`config.mk`:
```
export PLATFORM = sky130hd
export DESIGN_NAME = fir_decimator_flat
export DESIGN_NICKNAME = d
export VERILOG_FILES = /design/src/rtl/fir_decimator_pkg.sv /design/src/rtl/fir_decimator_if.sv /design/src/rtl/fir_decimator_sync_fifo.sv /design/src/rtl/fir_decimator.sv /design/src/flat_wrapper.sv
export SDC_FILE = /design/constraint.sdc
export NUM_CORES = 1
export LEC_CHECK = 0
export ABC_CLOCK_PERIOD_IN_PS = 3400
export BUFFER_PORTS_ARGS = -buffer_cell sky130_fd_sc_hd__buf_4
export CAP_MARGIN = 40
export CORE_AREA = 2 2 95 120
export DETAILED_ROUTE_END_ITERATION = 8
export DIE_AREA = 0 0 97 122
export GPL_ROUTABILITY_DRIVEN = 0
export PLACE_DENSITY = 0.84
export RECOVER_POWER = 50
export SYNTH_ARGS = -nofsm -noshare
export SYNTH_HDL_FRONTEND = slang
export SYNTH_SLANG_ARGS = --single-unit
```
`constraint.sdc`:
```
create_clock -name clk -period 3.4 [get_ports clk]
set_input_delay 0.17 -clock clk [delete_from_list [all_inputs] [get_ports clk]]
set_output_delay 0.17 -clock clk [all_outputs]
set_load 0.01 [all_outputs]
```
`src/rtl/fir_decimator_pkg.sv`:
```
`default_nettype none
// ============================================================================
// Package     : fir_pkg
// Description : Shared constants and sample type for the FIR decimator stage.
//               Default sample width, decimation factor and FIFO depth, plus
//               the sample typedef used by the filter chain.
// Revision    : 1.0 - initial release
// ============================================================================
package fir_pkg;

  localparam int FIR_DATA_W             = 16;
  localparam int FIR_DECIM_DEFAULT      = 4;
  localparam int FIR_FIFO_DEPTH_DEFAULT = 8;

  typedef logic [FIR_DATA_W-1:0] fir_sample_t;

endpackage : fir_pkg
`default_nettype wire

```
`src/rtl/fir_decimator_if.sv`:
```
`default_nettype none
// ============================================================================
// Interface   : fir_decimator_if
// Description : Sample streams around the decimator.
//               in_data/in_valid  : FIR samples into the decimator (no ready,
//                                   every valid sample is consumed)
//               out_data/out_valid/out_ready : decimated results, valid/ready
//               Modports: master = surrounding environment (FIR + consumer),
//                         slave  = the decimator itself.
// Revision    : 1.0 - initial release
// ============================================================================
interface fir_decimator_if #(
  parameter int DATA_W = fir_pkg::FIR_DATA_W
);

  logic [DATA_W-1:0] in_data;
  logic              in_valid;
  logic [DATA_W-1:0] out_data;
  logic              out_valid;
  logic              out_ready;

  modport master (
    output in_data,
    output in_valid,
    output out_ready,
    input  out_data,
    input  out_valid
  );

  modport slave (
    input  in_data,
    input  in_valid,
    input  out_ready,
    output out_data,
    output out_valid
  );

endinterface : fir_decimator_if
`default_nettype wire

```
`src/rtl/fir_decimator_sync_fifo.sv`:
```
`default_nettype none
// ============================================================================
// Module      : fir_sync_fifo
// Description : Single-clock first-word-fall-through FIFO. o_dout always shows
//               the head entry (zero while empty). A push while full is only
//               performed when a pop happens in the same cycle.
// Ports       : clk, reset (async, active-low)
//               i_push / i_din       : write request and data
//               i_pop                : remove head entry
//               o_dout               : head entry
//               o_full / o_empty     : occupancy flags
//               o_count              : occupancy, 0..DEPTH
// Revision    : 1.0 - initial release
// ============================================================================
module fir_sync_fifo #(
  parameter int WIDTH = 16,
  parameter int DEPTH = 8
) (
  input  logic                     clk,
  input  logic                     reset,
  input  logic                     i_push,
  input  logic                     i_pop,
  input  logic [WIDTH-1:0]         i_din,
  output logic [WIDTH-1:0]         o_dout,
  output logic                     o_full,
  output logic                     o_empty,
  output logic [$clog2(DEPTH):0]   o_count
);

  localparam int            c_AW      = $clog2(DEPTH);
  localparam logic [c_AW:0] c_DEPTH   = (c_AW+1)'(DEPTH);
  localparam logic [c_AW:0] c_CNT_ONE = (c_AW+1)'(1);
  localparam logic [c_AW-1:0] c_PTR_ONE = c_AW'(1);

  logic [WIDTH-1:0] r_mem [DEPTH];
  logic [c_AW-1:0]  r_wr_ptr;
  logic [c_AW-1:0]  r_rd_ptr;
  logic [c_AW:0]    r_count;

  logic w_full;
  logic w_empty;
  logic w_wr_en;
  logic w_rd_en;

  assign w_full  = (r_count == c_DEPTH);
  assign w_empty = (r_count == '0);

  assign w_rd_en = i_pop && !w_empty;
  // When full, the slot being written is the head being popped this edge.
  assign w_wr_en = i_push && (!w_full || w_rd_en);

  always_ff @(posedge clk) begin
    if (w_wr_en) begin
      r_mem[r_wr_ptr] <= i_din;
    end
  end

  always_ff @(posedge clk or negedge reset) begin
    if (!reset) begin
      r_wr_ptr <= '0;
      r_rd_ptr <= '0;
      r_count  <= '0;
    end else begin
      if (w_wr_en) begin
        r_wr_ptr <= r_wr_ptr + c_PTR_ONE;
      end
      if (w_rd_en) begin
        r_rd_ptr <= r_rd_ptr + c_PTR_ONE;
      end
      case ({w_wr_en, w_rd_en})
        2'b10:   r_count <= r_count + c_CNT_ONE;
        2'b01:   r_count <= r_count - c_CNT_ONE;
        default: r_count <= r_count;
      endcase
    end
  end

  // Stale memory is masked so the output reads zero while empty.
  assign o_dout  = w_empty ? '0 : r_mem[r_rd_ptr];
  assign o_full  = w_full;
  assign o_empty = w_empty;
  assign o_count = r_count;

endmodule : fir_sync_fifo
`default_nettype wire

```
`src/rtl/fir_decimator.sv`:
```
`default_nettype none
// ============================================================================
// Module      : fir_decimator
// Description : Decimates the FIR output stream by DECIM. Pick mode keeps the
//               first sample of each group of DECIM valid samples; average
//               mode (macro FIR_DECIM_AVG_EN defined) outputs the group sum
//               shifted right by log2(DECIM). Results go through a FWFT FIFO
//               to a valid/ready consumer. A sticky flag records results
//               dropped because the FIFO was full.
// Ports       : clk       - clock, rising edge
//               reset     - asynchronous active-low reset
//               bus       - fir_decimator_if.slave: in_data/in_valid,
//                           out_data/out_valid/out_ready
//               fill      - FIFO occupancy
//               overflow  - sticky drop flag
//               ovf_clear - synchronous clear of overflow (a drop wins)
// Config      : FIR_DECIM_AVG_EN - enables averaging (DECIM power of two)
// Revision    : 1.0 - initial release
// ============================================================================
module fir_decimator
  import fir_pkg::*;
#(
  parameter int DATA_W     = FIR_DATA_W,
  parameter int DECIM      = FIR_DECIM_DEFAULT,
  parameter int FIFO_DEPTH = FIR_FIFO_DEPTH_DEFAULT
) (
  input  logic                          clk,
  input  logic                          reset,
  fir_decimator_if.slave                bus,
  output logic [$clog2(FIFO_DEPTH):0]   fill,
  output logic                          overflow,
  input  logic                          ovf_clear
);

  localparam int                c_PH_W    = (DECIM > 1) ? $clog2(DECIM) : 1;
  localparam logic [c_PH_W-1:0] c_PH_LAST = c_PH_W'(DECIM - 1);
  localparam logic [c_PH_W-1:0] c_PH_ONE  = c_PH_W'(1);

  logic [c_PH_W-1:0] r_phase;
  logic              r_overflow;

  logic              w_push_req;
  logic [DATA_W-1:0] w_push_data;
  logic              w_push;
  logic              w_pop;
  logic              w_drop;
  logic              w_full;
  logic              w_empty;

  // Phase counts valid samples, not cycles, so gaps keep group alignment.
  always_ff @(posedge clk or negedge reset) begin
    if (!reset) begin
      r_phase <= '0;
    end else if (bus.in_valid) begin
      r_phase <= (r_phase == c_PH_LAST) ? '0 : r_phase + c_PH_ONE;
    end
  end

`ifdef FIR_DECIM_AVG_EN
  localparam int c_ACC_W = DATA_W + c_PH_W;

  logic [c_ACC_W-1:0] r_acc;
  logic [c_ACC_W-1:0] w_sum;

  // Wide enough for DECIM full-scale samples, so the sum never wraps.
  assign w_sum = r_acc + c_ACC_W'(bus.in_data);

  always_ff @(posedge clk or negedge reset) begin
    if (!reset) begin
      r_acc <= '0;
    end else if (bus.in_valid) begin
      r_acc <= (r_phase == c_PH_LAST) ? '0 : w_sum;
    end
  end

  assign w_push_req  = bus.in_valid && (r_phase == c_PH_LAST);
  assign w_push_data = DATA_W'(w_sum >> c_PH_W);
`else
  assign w_push_req  = bus.in_valid && (r_phase == '0);
  assign w_push_data = bus.in_data;
`endif

  assign w_pop  = !w_empty && bus.out_ready;
  // A pop in the same cycle frees the slot, so a full FIFO still accepts.
  assign w_push = w_push_req && (!w_full || w_pop);
  assign w_drop = w_push_req && w_full && !w_pop;

  always_ff @(posedge clk or negedge reset) begin
    if (!reset) begin
      r_overflow <= 1'b0;
    end else if (w_drop) begin
      r_overflow <= 1'b1;
    end else if (ovf_clear) begin
      r_overflow <= 1'b0;
    end
  end

  fir_sync_fifo #(
    .WIDTH (DATA_W),
    .DEPTH (FIFO_DEPTH)
  ) u_fifo (
    .clk     (clk),
    .reset   (reset),
    .i_push  (w_push),
    .i_pop   (w_pop),
    .i_din   (w_push_data),
    .o_dout  (bus.out_data),
    .o_full  (w_full),
    .o_empty (w_empty),
    .o_count (fill)
  );

  assign bus.out_valid = !w_empty;
  assign overflow      = r_overflow;

endmodule : fir_decimator
`default_nettype wire

```
`src/flat_wrapper.sv`:
```
// flat-port wrapper written by rule: the top's interface ports become plain ports
module fir_decimator_flat import fir_pkg::*;
#(
  parameter int DATA_W     = FIR_DATA_W,
  parameter int DECIM      = FIR_DECIM_DEFAULT,
  parameter int FIFO_DEPTH = FIR_FIFO_DEPTH_DEFAULT
)
  (clk, reset, fill, overflow, ovf_clear, bus_in_data, bus_in_valid, bus_out_ready, bus_out_data, bus_out_valid);
  fir_decimator_if #(.DATA_W(DATA_W)) bus_i ();
  input  logic clk;
  input  logic reset;
  output logic [$clog2(FIFO_DEPTH):0] fill;
  output logic overflow;
  input  logic ovf_clear;
  input wire logic [$bits(bus_i.in_data)-1:0] bus_in_data;
  input wire logic [$bits(bus_i.in_valid)-1:0] bus_in_valid;
  input wire logic [$bits(bus_i.out_ready)-1:0] bus_out_ready;
  output wire logic [$bits(bus_i.out_data)-1:0] bus_out_data;
  output wire logic [$bits(bus_i.out_valid)-1:0] bus_out_valid;
  assign bus_i.in_data = bus_in_data;
  assign bus_i.in_valid = bus_in_valid;
  assign bus_i.out_ready = bus_out_ready;
  assign bus_out_data = bus_i.out_data;
  assign bus_out_valid = bus_i.out_valid;
  fir_decimator #(.DATA_W(DATA_W), .DECIM(DECIM), .FIFO_DEPTH(FIFO_DEPTH)) u_core (.clk(clk), .reset(reset), .bus(bus_i), .fill(fill), .overflow(overflow), .ovf_clear(ovf_clear));
endmodule
```
**After elaboration in Yosys (flattened, before gate mapping)**

Memories as Yosys holds them, arrays and structs flattened.
Index checks and enable logic that the tools add are counted.

- Mux-type cells: 7
- Equal/unequal tests: 4
- $add $sub $neg: 5
- Reductions and logical operators: 16

Operators by type and width:

| cell | number |
|---|---|
| two-way mux 16 bit | 1 |
| one-hot mux 4 bit (2 select lines) | 1 |
| logical AND 1 bit | 7 |
| adder 3 x 1 -> 3 bit, second input constant | 2 |
| adder 4 x 1 -> 4 bit, second input constant | 1 |
| equality test 2 bit, second input constant | 2 |
| equality test 4 bit, second input constant | 1 |
| zero test 4 bit | 1 |
| two-way mux 1 bit | 4 |
| nonzero test 2 bit | 2 |
| subtractor 4 x 1 -> 4 bit, second input constant | 1 |
| zero test 1 bit | 3 |
| adder 2 x 1 -> 2 bit, second input constant | 1 |
| equality test 2 x 1 -> 1 bit, second input constant | 1 |
| zero test 2 bit | 1 |
| logical OR 1 bit | 2 |
| two-way mux 2 bit | 1 |

- Memories: 1
- Output and inout bits: 22
- Bits of input ports: 21
- Register bits after elaboration: 13
- Memory bits (writable): 128

Memories:

| name | words | width | rd ports | clocked after Yosys merged registers in | wr ports | line | RTL |
|---|---|---|---|---|---|---|---|
| u_core.u_fifo.r_mem | 8 | 16 | 1 | 0 | 1 | fir_decimator_sync_fifo.sv:35 | `logic [WIDTH-1:0] r_mem [DEPTH];` |

**Logic depth before layout (Yosys ltp)**

Gate-level depths: netlist of run 1.

- Depth in word-level cells: 8
- Depth in mapped cells: 11

**Hierarchy**

A second synthesis of run 1 with hierarchy kept.

- Cells, all modules: 302
- Area, all modules: 5736.8 um^2

By module, submodules not included:

| module | cells an instance | area an instance (um^2) | instances |
|---|---|---|---|
| fir_sync_fifo | 284 | 5566.6 | 1 |
| fir_decimator | 18 | 170.2 | 1 |

**Worst setup path before layout of run 1**

No wires, ideal clock.

- Kind: register to register
- Start point: register u_core.u_fifo.r_count[1] (netlist: u_core.u_fifo.o_count[1])
- End point: memory u_core.u_fifo.r_mem[0][0] (enable)
- Library setup time: 430 ps
- Arrival: 2809 ps
- Slack: 160 ps
- Path buffers: 1
- Stages on the path, launching flop included: 6
- Path through: dfrtp_1 -> clkbuf_1 -> nor3_1 -> a21oi_1 -> clkinv_1 -> nor4_1

- Longest elaborated chain between the ends: 8
- Elaborated cells on any way between the ends: 12
- Classes of those cells: eq/ne: 1; mux: 2; reduce/logical: 9

RTL lines:

| what | line | RTL |
|---|---|---|
| start: declaration | fir_decimator_sync_fifo.sv:38 | `logic [c_AW:0] r_count;` |
| start signal: assignment | fir_decimator_sync_fifo.sv:71 | `2'b10: r_count <= r_count + c_CNT_ONE;` |
| start signal: assignment | fir_decimator_sync_fifo.sv:72 | `2'b01: r_count <= r_count - c_CNT_ONE;` |
| start signal: assignment | fir_decimator_sync_fifo.sv:73 | `default: r_count <= r_count;` |
| zero test 4 bit | fir_decimator_sync_fifo.sv:46 | `assign w_empty = (r_count == '0);` |
| zero test 1 bit | fir_decimator_sync_fifo.sv:48, fir_decimator.sv:83 |  |
| logical AND 1 bit | fir_decimator.sv:83 | `assign w_pop = !w_empty && bus.out_ready;` |
| logical OR 1 bit / logical AND 1 bit (equally long branches) | fir_decimator.sv:85, fir_decimator_sync_fifo.sv:48 |  |
| logical AND 1 bit / logical OR 1 bit (equally long branches) | fir_decimator.sv:85, fir_decimator_sync_fifo.sv:50 |  |
| logical AND 1 bit * | fir_decimator_sync_fifo.sv:50 | `assign w_wr_en = i_push && (!w_full \|\| w_rd_en);` |
| two-way mux 1 bit * | fir_decimator_sync_fifo.sv:53 | `if (w_wr_en) begin` |
| two-way mux 1 bit (not written as such) * | fir_decimator_sync_fifo.sv:54 | `r_mem[r_wr_ptr] <= i_din;` |
| end: declaration | fir_decimator_sync_fifo.sv:35 |  |

Mark *: on every way between the ends. The rest lies on a longest branch, timed or not.

**Worst setup path after layout of run 1**

- Start point: register u_core.r_phase[0]
- End point: register u_core.u_fifo.r_count[3] (netlist: u_core.u_fifo.o_count[3])

- Longest elaborated chain between the ends: 6
- Elaborated cells on any way between the ends: 8
- Classes of those cells: eq/ne: 2; mux: 1; reduce/logical: 5

RTL lines:

| what | line | RTL |
|---|---|---|
| start: declaration | fir_decimator.sv:39 | `logic [c_PH_W-1:0] r_phase;` |
| start signal: assignment | fir_decimator.sv:55 | `r_phase <= (r_phase == c_PH_LAST) ? '0 : r_phase + c_PH_ONE;` |
| zero test 2 bit * | fir_decimator.sv:79 | `assign w_push_req = bus.in_valid && (r_phase == '0);` |
| logical AND 1 bit * | fir_decimator.sv:79 |  |
| logical AND 1 bit * | fir_decimator.sv:85 | `assign w_push = w_push_req && (!w_full \|\| w_pop);` |
| logical AND 1 bit * | fir_decimator_sync_fifo.sv:50 |  |
| equality test 2 x 1 -> 1 bit / equality test 2 bit (equally long branches) | fir_decimator_sync_fifo.sv:70 | `case ({w_wr_en, w_rd_en})` |
| one-hot mux 4 bit (2 select lines) / nonzero test 2 bit (equally long branches) | - |  |

Marked as above.
A chain may end at the register's enable or synchronous reset.

==> flow_summary.json, run 1 <==
{
  "rrSetupSlack_ns": 0.52,
  "viasPerCell": 5.809,
  "syn_area_um2": 5598,
  "crit_path_max_fanout": 9,
  "placed_cells": 442,
  "yosys_warnings": 0,
  "finalHoldViolCount": 0,
  "drt_iter0_drc": 327,
  "grt_antenna_before_repair": 0,
  "clkLatencyLatePin_ns": 0.40,
  "fin_skew_ns": 0.006481,
  "port_buffers": 42,
  "report.final.slew_viol_count": 0,
  "syn_area_per_cell_um2": 20.66,
  "first_global_vias": 3001,
  "setup_tns_ns": 0,
  "cts_sinks": 141,
  "drv_cap": 0,
  "ys_ff_latch": 141,
  "crit_chain": "inv_1, ha_1, nand2_1, a21oi_1, clkinv_1, ha_1, or4b_2, a21o_1, o221ai_1",
  "clockRootBuffer": "clkbuf_16",
  "wl_per_cell_um": 21.90,
  "area_growth_pct": 21.05,
  "rows": 43,
  "die-area_um2": 11830,
  "cp_common_cell": "ha_1",
  "path_clk_slew_ns": 0.06,
  "grt_setup_unrepaired": "no",
  "synth_ff_type": "edfxtp_1",
  "relSlewSlack_pct": 49.00,
  "vias": 2858,
  "async_reset_ff_share_pct": 9.220,
  "critical_path_arrival_ns": 3.20,
  "place_ws_ns": 0.5436,
  "start_util_pct": 51.76,
  "cp_slowest_cell": "or4b_2",
  "synth-edff-count": 128,
  "p_leak_nw": 2.304,
  "htree_levels": 4,
  "wl_um": 10780,
  "hpwlAfterDp_um": 5678,
  "grt-ovfl-total": 0,
  "max_clock_freq_mhz": 347.5,
  "met1_usage_pct": 22.92,
  "fin_crit_ns": 2.878,
  "setup_ws_ns": 0.5220,
  "coreArea_um2": 10810,
  "ctsHoldBuffers": 18,
  "first_pass_iters": 5,
  "max_stage_delay_ns": 0.65,
  "critical-path-top-delay-family": "simple AND/OR/NAND/NOR gates",
  "criticalPathCategory": "flip-flop to flip-flop",
  "finalNonFillerCells": 492,
  "peakVddDrop_mv": 0.5386,
  "min_period_over_period_pct": 84.65,
  "grtUsageTotal_pct": 19.65,
  "die-height_um": 122,
  "ff_latch_area_um2": 4170,
  "dieWidth_um": 97,
  "met3_usage_pct": 5.508,
  "grt_pass1_wl_um": 16860,
  "power_density_nw_per_um2": 859.2,
  "ant_nets": 0,
  "run_status": "finished, final reports clean",
  "clk_path_buf_depth": 2,
  "cts_tree": "built",
  "synth_nets": 299,
  "required_ns": 3.72,
  "worstMarginPinSlew_ns": 0.7650,
  "start_kind": "flip-flop",
  "seq_area_frac_synth_pct": 74.47,
  "ctsResizeCount": 0,
  "cp-end-kind": "flip-flop",
  "ioPinCount": 43,
  "drc": 0,
  "fillerInstances": 751,
  "drive_above_1_share_pct": 28.85,
  "use_met2_pct": 35.42,
  "final-setup-viol-count": 0,
  "hold_class": "input pin to flip-flop",
  "post_cts_buffers": 0,
  "busiest_layer": "met2",
  "cts_made_buffers": 17,
  "grt_max_degree": 33,
  "multi_input_area_um2": 1335,
  "synth_cells": 271,
  "nNetsFinal": 372,
  "cp.buffers_inverters": 2,
  "synth_cell_types": 36,
  "diodes": 0
}
==> sequential cells by signal (all words and copies together), names as in the netlist <==
| name | cells |
|---|---|
| u_core.r_phase | 2 |
| u_core.u_fifo.r_wr_ptr | 3 |
| u_core.u_fifo.r_mem | 128 |
| u_core.overflow | 1 |
| u_core.u_fifo.o_count | 4 |
| u_core.u_fifo.r_rd_ptr | 3 |
==> synthesized netlist by cell type, drive strengths merged (2+ instances only) <==
library cell / instances / area (µm²)
nand3: 2 / 10.01
inv: 8 / 30.03
ha: 7 / 87.58
o21ai: 2 / 10.01
nor2b: 3 / 26.27
clkbuf: 6 / 22.52
nor4: 4 / 25.02
edfxtp: 128 / 3844
nand2: 6 / 22.52
and4: 2 / 17.52
mux4: 32 / 720.7
dfrtp: 13 / 325.3
or4: 2 / 15.01
buf: 10 / 72.57
a22o: 16 / 140.1
a21oi: 3 / 15.01
nor3: 3 / 15.01
mux2: 3 / 33.78
xnor2: 6 / 52.55
nor2: 2 / 7.510
==> where the power goes <==
part           leakage (nW)  switching (mW)  internal (mW)
clock network         0.276           0.653           1.14
logic                 0.720           0.890          0.903
registers              1.31           0.145           2.09
total                  2.30            1.69           4.13
==> cells by family after synthesis <==
family                   after synthesis  synth area share (%)
flip-flops                           141                 74.47
multiplexers                          36                 13.66
AND/OR/NAND/NOR                       28                 3.107
AO/OA/AOI/OAI                         27                 3.800
buffers and inverters                 25                 2.302
XOR/XNOR                               7                 1.095
adder cells (fa/ha/maj)                7                 1.565
==> per-stage QoR <==
| step | instance area (µm²) | hold slack (ns) | power [mW] | utilization, % |
|---|---|---|---|---|
| after floorplan | 5598 | -0.1256 | 3.499 | - |
| after global placement | 6098 | 0.02197 | 4.028 | 56.39 |
| after detailed placement | 6098 | 0.02983 | 4.075 | 56.39 |
| after CTS | 6859 | 0.002720 | 5.909 | 63.43 |
| after global routing | 6777 | 0.01259 | 6.088 | 62.66 |
| final | 6777 | 0.008188 | 5.822 | 62.66 |
==> worst paths after layout <==
path / depth (start not counted) / start / endpoint
setup / recovery: 9 / u_core.r_phase[0]$_DFFE_PN0P_ / u_core.u_fifo.o_count[3]$_DFFE_PN0P_
hold / removal: 2 / bus_in_valid / u_core.r_phase[1]$_DFFE_PN0P_
setup reg to reg: 9 / u_core.r_phase[0]$_DFFE_PN0P_ / u_core.u_fifo.o_count[3]$_DFFE_PN0P_
hold reg to reg: 1 / u_core.u_fifo.r_rd_ptr[0]$_DFFE_PN0P_ / u_core.u_fifo.r_rd_ptr[0]$_DFFE_PN0P_
max in group asynchronous: 2 / reset / u_core.u_fifo.r_rd_ptr[0]$_DFFE_PN0P_
min in group asynchronous: 2 / reset / u_core.u_fifo.o_count[3]$_DFFE_PN0P_
==> metal layers <==
layer	part of all wire (%)	up-vias
li1	-	1262
met4	1.6	0
met3	4.8	15
met5	0	-
met1	38	1486
met2	56	95
==> layout make-up <==
class / instances / share of cell area [%]
clock buffer: 18 / 6.333
clock inverter: 14 / 2.234
inverter: 9 / 0.4985
multi-input combinational: 105 / 19.70
sequential: 141 / 61.54
tap: 135 / 2.493
timing repair buffer: 70 / 7.201
==> worst register-to-register path, delay by kind of cell, from the launching register on <==
kind / cells / cell delay [ns]
simple gates: 2 / 0.72
fa+ha+maj: 2 / 0.69
compound gates: 3 / 0.52
buf+inv: 2 / 0.47
flops: 1 / 0.39
==> cell usage in the layout, fill, tap and decap left out, drive strengths merged, types with 2 or more instances in the layout <==
cell / Yosys / routed
a21oi: 3 / 3
a22o: 16 / 16
and4: 2 / 2
buf: 10 / 30
bufinv: 0 / 3
clkbuf: 6 / 40
clkinv: 1 / 9
clkinvlp: 0 / 3
dfrtp: 13 / 13
dlygate4sd3: 0 / 18
edfxtp: 128 / 128
ha: 7 / 7
inv: 8 / 8
mux2: 3 / 3
mux4: 32 / 32
nand2: 6 / 6
nand3: 2 / 2
nor2: 2 / 2
nor2b: 3 / 3
nor3: 3 / 3
nor4: 4 / 4
o21ai: 2 / 2
or4: 2 / 2
xnor2: 6 / 6
Note: power is estimated with default switching activity, not from simulation.
==> run 2: changes to the inputs <==
--- a/config.mk
+++ b/config.mk
@@ -5,12 +5,13 @@
 export SDC_FILE = /design/constraint.sdc
 export NUM_CORES = 1
 export LEC_CHECK = 0
-export ABC_CLOCK_PERIOD_IN_PS = 3400
+export ABC_AREA = 1
+export ABC_CLOCK_PERIOD_IN_PS = 2500
 export BUFFER_PORTS_ARGS = -buffer_cell sky130_fd_sc_hd__buf_4
 export CAP_MARGIN = 40
-export CORE_AREA = 2 2 95 120
+export CORE_AREA = 2 2 96 122
 export DETAILED_ROUTE_END_ITERATION = 8
-export DIE_AREA = 0 0 97 122
+export DIE_AREA = 0 0 98 124
 export GPL_ROUTABILITY_DRIVEN = 0
 export PLACE_DENSITY = 0.84
 export RECOVER_POWER = 50
==> constraint.sdc (replaced) <==
create_clock -name clk -period 2.5 [get_ports clk]
set_input_delay 0.125 -clock clk [delete_from_list [all_inputs] [get_ports clk]]
set_output_delay 0.125 -clock clk [all_outputs]
set_load 0.01 [all_outputs]
==> run 2 against run 1 <==
Worst hold slack better by 0.012 ns; clock power up 37%; largest power group unchanged; via count up 38%; critical endpoint is now bus_out_data[5].
==> flow_summary.json, run 2 <==
{
  "grtUsageTotal_pct": 21.17,
  "synth_most_common_cell": "edfxtp_1",
  "post_cts_buffers": 0,
  "critical_path_arrival_ns": 2.15,
  "die-area_um2": 12150,
  "crit_chain": "buf_4, nor2_1, nor2_1, o21ai_1, o211ai_1, nand2_1, nor2_1, buf_4",
  "required_ns": 2.38,
  "final-setup-viol-count": 0,
  "setup_tns_ns": 0,
  "placed_cells": 646,
  "grt_pass1_wl_um": 19580,
  "nNetsFinal": 577,
  "synth_compound_area_share_pct": 10.26,
  "peakVddDrop_mv": 0.8656,
  "vias": 3944,
  "diodes": 0,
  "cts_made_buffers": 17,
  "yosys_warnings": 0,
  "ys_ff_latch": 141,
  "synth_top_family_by_area": "simple AND/OR/NAND/NOR gates",
  "synth-edff-count": 128,
  "clk_path_buf_depth": 2,
  "cp-end-kind": "output pin",
  "htree_levels": 4,
  "max_clock_freq_mhz": 439.8,
  "viasPerCell": 5.659,
  "power_density_nw_per_um2": 1214,
  "die-height_um": 124,
  "max_stage_delay_ns": 0.54,
  "syn_area_per_cell_um2": 12.27,
  "wl_um": 12430,
  "muxShareOfSynthArea_pct": 0,
  "clkLatencyLatePin_ns": 0.41,
  "drv_cap": 0,
  "fin_skew_ns": 0.005474,
  "grt_setup_unrepaired": "no",
  "syn_area_um2": 5828,
  "synth_nets": 503,
  "run_status": "finished, final reports clean",
  "placed_cell_area_um2": 6271,
  "cp_common_cell": "nor2_1",
  "grt_antenna_before_repair": 0,
  "synthXorXnorAreaFrac_pct": 0.7514,
  "final_common_cell": "edfxtp_1",
  "first_global_vias": 4088,
  "drive_above_1_share_pct": 13.35,
  "cts_sinks": 141,
  "cts_tree": "built",
  "report.final.slew_viol_count": 0,
  "async_reset_ff_share_pct": 9.220,
  "p_leak_nw": 2.554,
  "synth-simple-area-share_pct": 11.72,
  "hpwlAfterDp_um": 6863,
  "cp_slowest_cell": "buf_4",
  "seq_area_frac_synth_pct": 71.53,
  "start_kind": "flip-flop",
  "finalHoldViolCount": 0,
  "first_pass_iters": 4,
  "clockRootBuffer": "clkbuf_16",
  "wl_per_cell_um": 17.83,
  "drc": 0,
  "largest_reg_flops": 128,
  "dieWidth_um": 98,
  "ant_nets": 0,
  "ioPinCount": 43,
  "grt-ovfl-total": 0,
  "coreArea_um2": 10920,
  "drt_iter0_drc": 353,
  "criticalPathCategory": "flip-flop to output pin",
  "final_cell_mix": "128 x edfxtp_1, 125 x nor2_1, 44 x nand2_1, 41 x o21ai_0, 39 x buf_4",
  "synth_cell_types": 28,
  "relSlewSlack_pct": 48.93,
  "start_util_pct": 53.36,
  "fin_crit_ns": 2.274,
  "path_clk_slew_ns": 0.05,
  "synth_cells": 475,
  "fillerInstances": 769,
  "area_growth_pct": 19.32,
  "rows": 43,
  "finalNonFillerCells": 697,
  "top_register": "u_core.u_fifo.r_mem",
  "synthTopCellsByCount": "128 x edfxtp_1, 125 x nor2_1, 44 x nand2_1, 41 x o21ai_0, 28 x o21ai_1",
  "grt_max_degree": 66,
  "cp.buffers_inverters": 2,
  "yosys.area.top_type": "edfxtp_1",
  "synth_top_cell_area_share_pct": 65.95,
  "ys_top_cells_by_area": "edfxtp_1 66%, nor2_1 8.1%, dfrtp_1 5.6%",
  "synthAdderAreaFrac_pct": 1.503,
  "fin_area_um2": 6954,
  "worstMarginPinSlew_ns": 0.7660,
  "crit_path_max_fanout": 65,
  "synth_ff_type": "edfxtp_1",
  "critical-path-top-delay-family": "buffers and inverters",
  "min_period_over_period_pct": 90.95,
  "port_buffers": 42,
  "hold_class": "input pin to flip-flop"
}
-- run 2: changes by cell type after synthesis, moves of 8 or more --
cell | before | now
nor2_1 | 2 | 125
o21ai_0 | 2 | 41
nand2_1 | 6 | 44
mux4_2 | 32 | 0
o21ai_1 | 0 | 28
a22o_1 | 16 | 0
o22ai_1 | 1 | 17
o211ai_1 | 0 | 13
buf_2 | 4 | 12
-- run 2: area by class of cell --
| cell class | instances | area (µm²) | area share (%) |
|---|---|---|---|
| Sequential cell | 141 | 4170 | 59.97 |
| Multi-Input combinational cell | 293 | 1408 | 20.24 |
| Timing Repair Buffer | 80 | 565.5 | 8.132 |
| Clock buffer | 18 | 429.2 | 6.171 |
| Tap cell | 135 | 168.9 | 2.429 |
| Clock inverter | 14 | 151.4 | 2.177 |
| Inverter | 16 | 61.31 | 0.8816 |
-- run 2: logic make-up (layout without fill, tap and decap cells) --
logic type | after synthesis | after routing
buffers and inverters | 41 | 128
AND/OR/NAND/NOR | 177 | 177
AO/OA/AOI/OAI | 104 | 104
flip-flops | 141 | 141
XOR/XNOR | 5 | 5
adder cells (fa/ha/maj) | 7 | 7
-- run 2: final timing paths --
check,start,end,slack [ns],cells past startpoint
worst max-delay path,u_core.u_fifo.r_rd_ptr[0]$_DFFE_PN0P_,bus_out_data[5],0.23,8
worst min-delay path,bus_out_ready,u_core.u_fifo.r_rd_ptr[0]$_DFFE_PN0P_,0.02,3
worst max register to register,u_core.u_fifo.o_count[0]$_DFFE_PN0P_,u_core.u_fifo.o_count[2]$_DFFE_PN0P_,0.31,12
worst min register to register,u_core.overflow$_DFFE_PN0P_,u_core.overflow$_DFFE_PN0P_,0.54,2
max in group asynchronous,reset,u_core.u_fifo.r_rd_ptr[0]$_DFFE_PN0P_,1.66,2
min in group asynchronous,reset,u_core.u_fifo.r_wr_ptr[0]$_DFFE_PN0P_,0.31,2
-- run 2: worst min-delay path: stages --
cell,delay (ns)
buf_4,0.12
nand2_1,0.08
xor2_1,0.07
-- run 2: what timing repair did --
item	4_1_cts	5_1_grt
resized for setup	0	0
hold endpoints to repair	144	0
hold buffers	19	0
setup endpoints to repair	0	0
-- run 2: stage by stage --
stage | utilization [%] | power, mW | setup WS (ns) | hold slack [ns]
4_1_cts | 64.47 | 8.501 | 0.2620 | 0.006740
2_1_floorplan | - | 5.066 | 0.3632 | -0.1706
3_5_place_dp | 57.42 | 5.998 | 0.3899 | -0.02135
6_report | 63.67 | 8.439 | 0.2263 | 0.02020
5_1_grt | 63.67 | 8.909 | 0.09728 | 0.03701
3_3_place_gp | 57.42 | 5.857 | 0.5333 | -0.02468
-- run 2: metal layers --
| layer | global-route usage, % | part of all wire [%] | up-vias |
|---|---|---|---|
| met1 | 23.98 | 37 | 1922 |
| met5 | 0 | 0 | - |
| met3 | 5.612 | 6.4 | 34 |
| li1 | - | - | 1826 |
| met2 | 36.90 | 53 | 162 |
| met4 | 11.28 | 2.8 | 0 |
-- run 2: power breakdown --
group	internal [mW]	switching [mW]
Combinational	1.12	1.84
Clock	1.55	0.903
Sequential	2.84	0.185
==> run 3: changes to the inputs <==
--- a/config.mk
+++ b/config.mk
@@ -9,9 +9,9 @@
 export ABC_CLOCK_PERIOD_IN_PS = 2500
 export BUFFER_PORTS_ARGS = -buffer_cell sky130_fd_sc_hd__buf_4
 export CAP_MARGIN = 40
-export CORE_AREA = 2 2 96 122
+export CORE_AREA = 4 4 98 124
 export DETAILED_ROUTE_END_ITERATION = 8
-export DIE_AREA = 0 0 98 124
+export DIE_AREA = 0 0 102 128
 export GPL_ROUTABILITY_DRIVEN = 0
 export PLACE_DENSITY = 0.84
 export RECOVER_POWER = 50
==> constraint.sdc (replaced) <==
create_clock -name clk -period 2.5 [get_ports clk]
set_input_delay 0 -clock clk [delete_from_list [all_inputs] [get_ports clk]]
set_output_delay 0 -clock clk [all_outputs]
set_load 0.01 [all_outputs]
==> run 3 against run 2 <==
Clock power up 6%; combinational power about the same; flip-flop and latch count unchanged; count of clock-buffer cells in the layout unchanged; largest power group unchanged; highest routed layer unchanged.
==> flow_summary.json, run 3 (same netlist as run 2, synthesis figures left out) <==
{
  "die-area_um2": 13060,
  "htree_levels": 4,
  "setup_tns_ns": 0,
  "criticalPathCategory": "flip-flop to output pin",
  "crit_path_max_fanout": 24,
  "p_clk_share_pct": 30.2,
  "cts_tree": "built",
  "peakVddDrop_mv": 0.7870,
  "met3_usage_pct": 7.240,
  "grt_pass1_wl_um": 20420,
  "diodes": 0,
  "drc": 0,
  "clockRootBuffer": "clkbuf_16",
  "grt-ovfl-total": 0,
  "first_global_vias": 4082,
  "run_status": "finished, final reports clean",
  "wl_per_cell_um": 17.93,
  "multi_input_area_um2": 1410,
  "fin_crit_ns": 2.184,
  "max_clock_freq_mhz": 457.8,
  "die-height_um": 128,
  "power_density_nw_per_um2": 1222,
  "rows": 43,
  "hold_class": "input pin to flip-flop",
  "met1_usage_pct": 24.50,
  "path_clk_slew_ns": 0.06,
  "start_util_pct": 53.10,
  "place_ws_ns": 0.4200,
  "ant_nets": 0,
  "start_kind": "flip-flop",
  "drt_iter0_drc": 536,
  "p_leak_nw": 2.592,
  "final_common_cell": "edfxtp_1",
  "min_period_over_period_pct": 87.37,
  "setup_ws_ns": 0.3158,
  "report.final.slew_viol_count": 0,
  "grt_antenna_before_repair": 0,
  "final-setup-viol-count": 0,
  "power_mw": 8.596,
  "cts_sinks": 141,
  "coreArea_um2": 10980,
  "relSlewSlack_pct": 54.73,
  "drv_cap": 0,
  "wl_um": 12550,
  "area_growth_pct": 20.70,
  "clk_path_buf_depth": 2,
  "cts_made_buffers": 17,
  "seq_power_share_pct": 35.2,
  "vias": 3965,
  "comb_power_share_pct": 34.6,
  "worstMarginPinSlew_ns": 0.6791,
  "ctsResizeCount": 0,
  "first_pass_iters": 5,
  "clkLatencyLatePin_ns": 0.41,
  "critical_path_arrival_ns": 2.18,
  "top_register": "u_core.u_fifo.r_mem",
  "cp-end-kind": "output pin",
  "use_met2_pct": 34.83,
  "dieWidth_um": 102,
  "fillerInstances": 805,
  "drive_above_1_share_pct": 13.98,
  "rrSetupSlack_ns": 0.36,
  "ff_latch_area_um2": 4170,
  "grtUsageTotal_pct": 20.94,
  "ioPinCount": 43,
  "p_int_mw": 5.623,
  "busiest_layer": "met2",
  "switchingPower_mw": 2.973,
  "required_ns": 2.50,
  "final_util_pct": 64.09,
  "viasPerCell": 5.664,
  "swShare_pct": 34.59,
  "nNetsFinal": 580,
  "finalHoldViolCount": 0,
  "largest_reg_flops": 128,
  "hpwlAfterDp_um": 7148,
  "grt_max_degree": 66,
  "fin_skew_ns": 0.005972,
  "port_buffers": 42,
  "grt_setup_unrepaired": "no",
  "final_cell_mix": "128 x edfxtp_1, 126 x nor2_1, 44 x nand2_1, 41 x o21ai_0, 39 x buf_4"
}
run 3: what timing repair did:
item / in CTS / in global routing
endpoints found under the setup margin: 0 / 0
endpoints found under the hold margin: 145 / 0
hold buffers: 22 / 0
setup buffers: 0 / 0
run 3: through the flow:
| stage | instances | hold slack, ns | instance area, µm² |
|---|---|---|---|
| after floorplan | 475 | -0.2956 | 5828 |
| after global placement | 646 | -0.1471 | 6271 |
| after detailed placement | 646 | -0.1444 | 6271 |
| after CTS | 700 | 0.3416 | 7116 |
| after global routing | 700 | 0.3505 | 7034 |
| final | 700 | 0.3575 | 7034 |
run 3: path summary, 6_finish.rpt:
check                                                 startpoint                                     to  cells after the start
max                        u_core.u_fifo.r_rd_ptr[0]$_DFFE_PN0P_                        bus_out_data[1]                      7
min                                                 bus_in_valid          u_core.r_phase[1]$_DFFE_PN0P_                      3
max reg2reg                 u_core.u_fifo.o_count[0]$_DFFE_PN0P_   u_core.u_fifo.o_count[2]$_DFFE_PN0P_                     12
min reg2reg                u_core.u_fifo.r_wr_ptr[0]$_DFFE_PN0P_  u_core.u_fifo.r_wr_ptr[0]$_DFFE_PN0P_                      2
max in group asynchronous                                  reset  u_core.u_fifo.r_rd_ptr[0]$_DFFE_PN0P_                      3
min in group asynchronous                                  reset          u_core.r_phase[1]$_DFFE_PN0P_                      3
run 3: power by group through the flow:
stage | clock network (mW) | logic [mW] | registers (mW)
6_report | 2.60 | 2.97 | 3.03
5_1_grt | 2.75 | 3.34 | 3.05
4_1_cts | 2.62 | 3.01 | 3.02
3_5_place_dp | 0 | 2.93 | 3.07
3_3_place_gp | 0 | 2.84 | 3.04
2_1_floorplan | 0 | 2.05 | 3.02
run 3: worst max-delay path, cell delays in order (launching register included):
cell and delay, ns:
dfrtp_2 0.41, inv_2 0.32, buf_4 0.35, o21ai_0 0.13, o22ai_1 0.18, nor2_1 0.07, nor2_1 0.14, buf_4 0.14
run 3: cell type report:
class                           count  share of cell area, %
Inverter                           16                 0.8716
Timing Repair Buffer               83                  8.520
Tap cell                          135                  2.401
Multi-Input combinational cell    293                  20.05
Clock buffer                       18                  6.101
Clock inverter                     14                  2.775
Sequential cell                   141                  59.28
run 3: routing by layer:
metal  part of all wire [%]  vias up
li1                       -     1832
met1                     37     1884
met2                     52      217
met3                    8.1       32
met4                    2.4        0
met5                      0        -
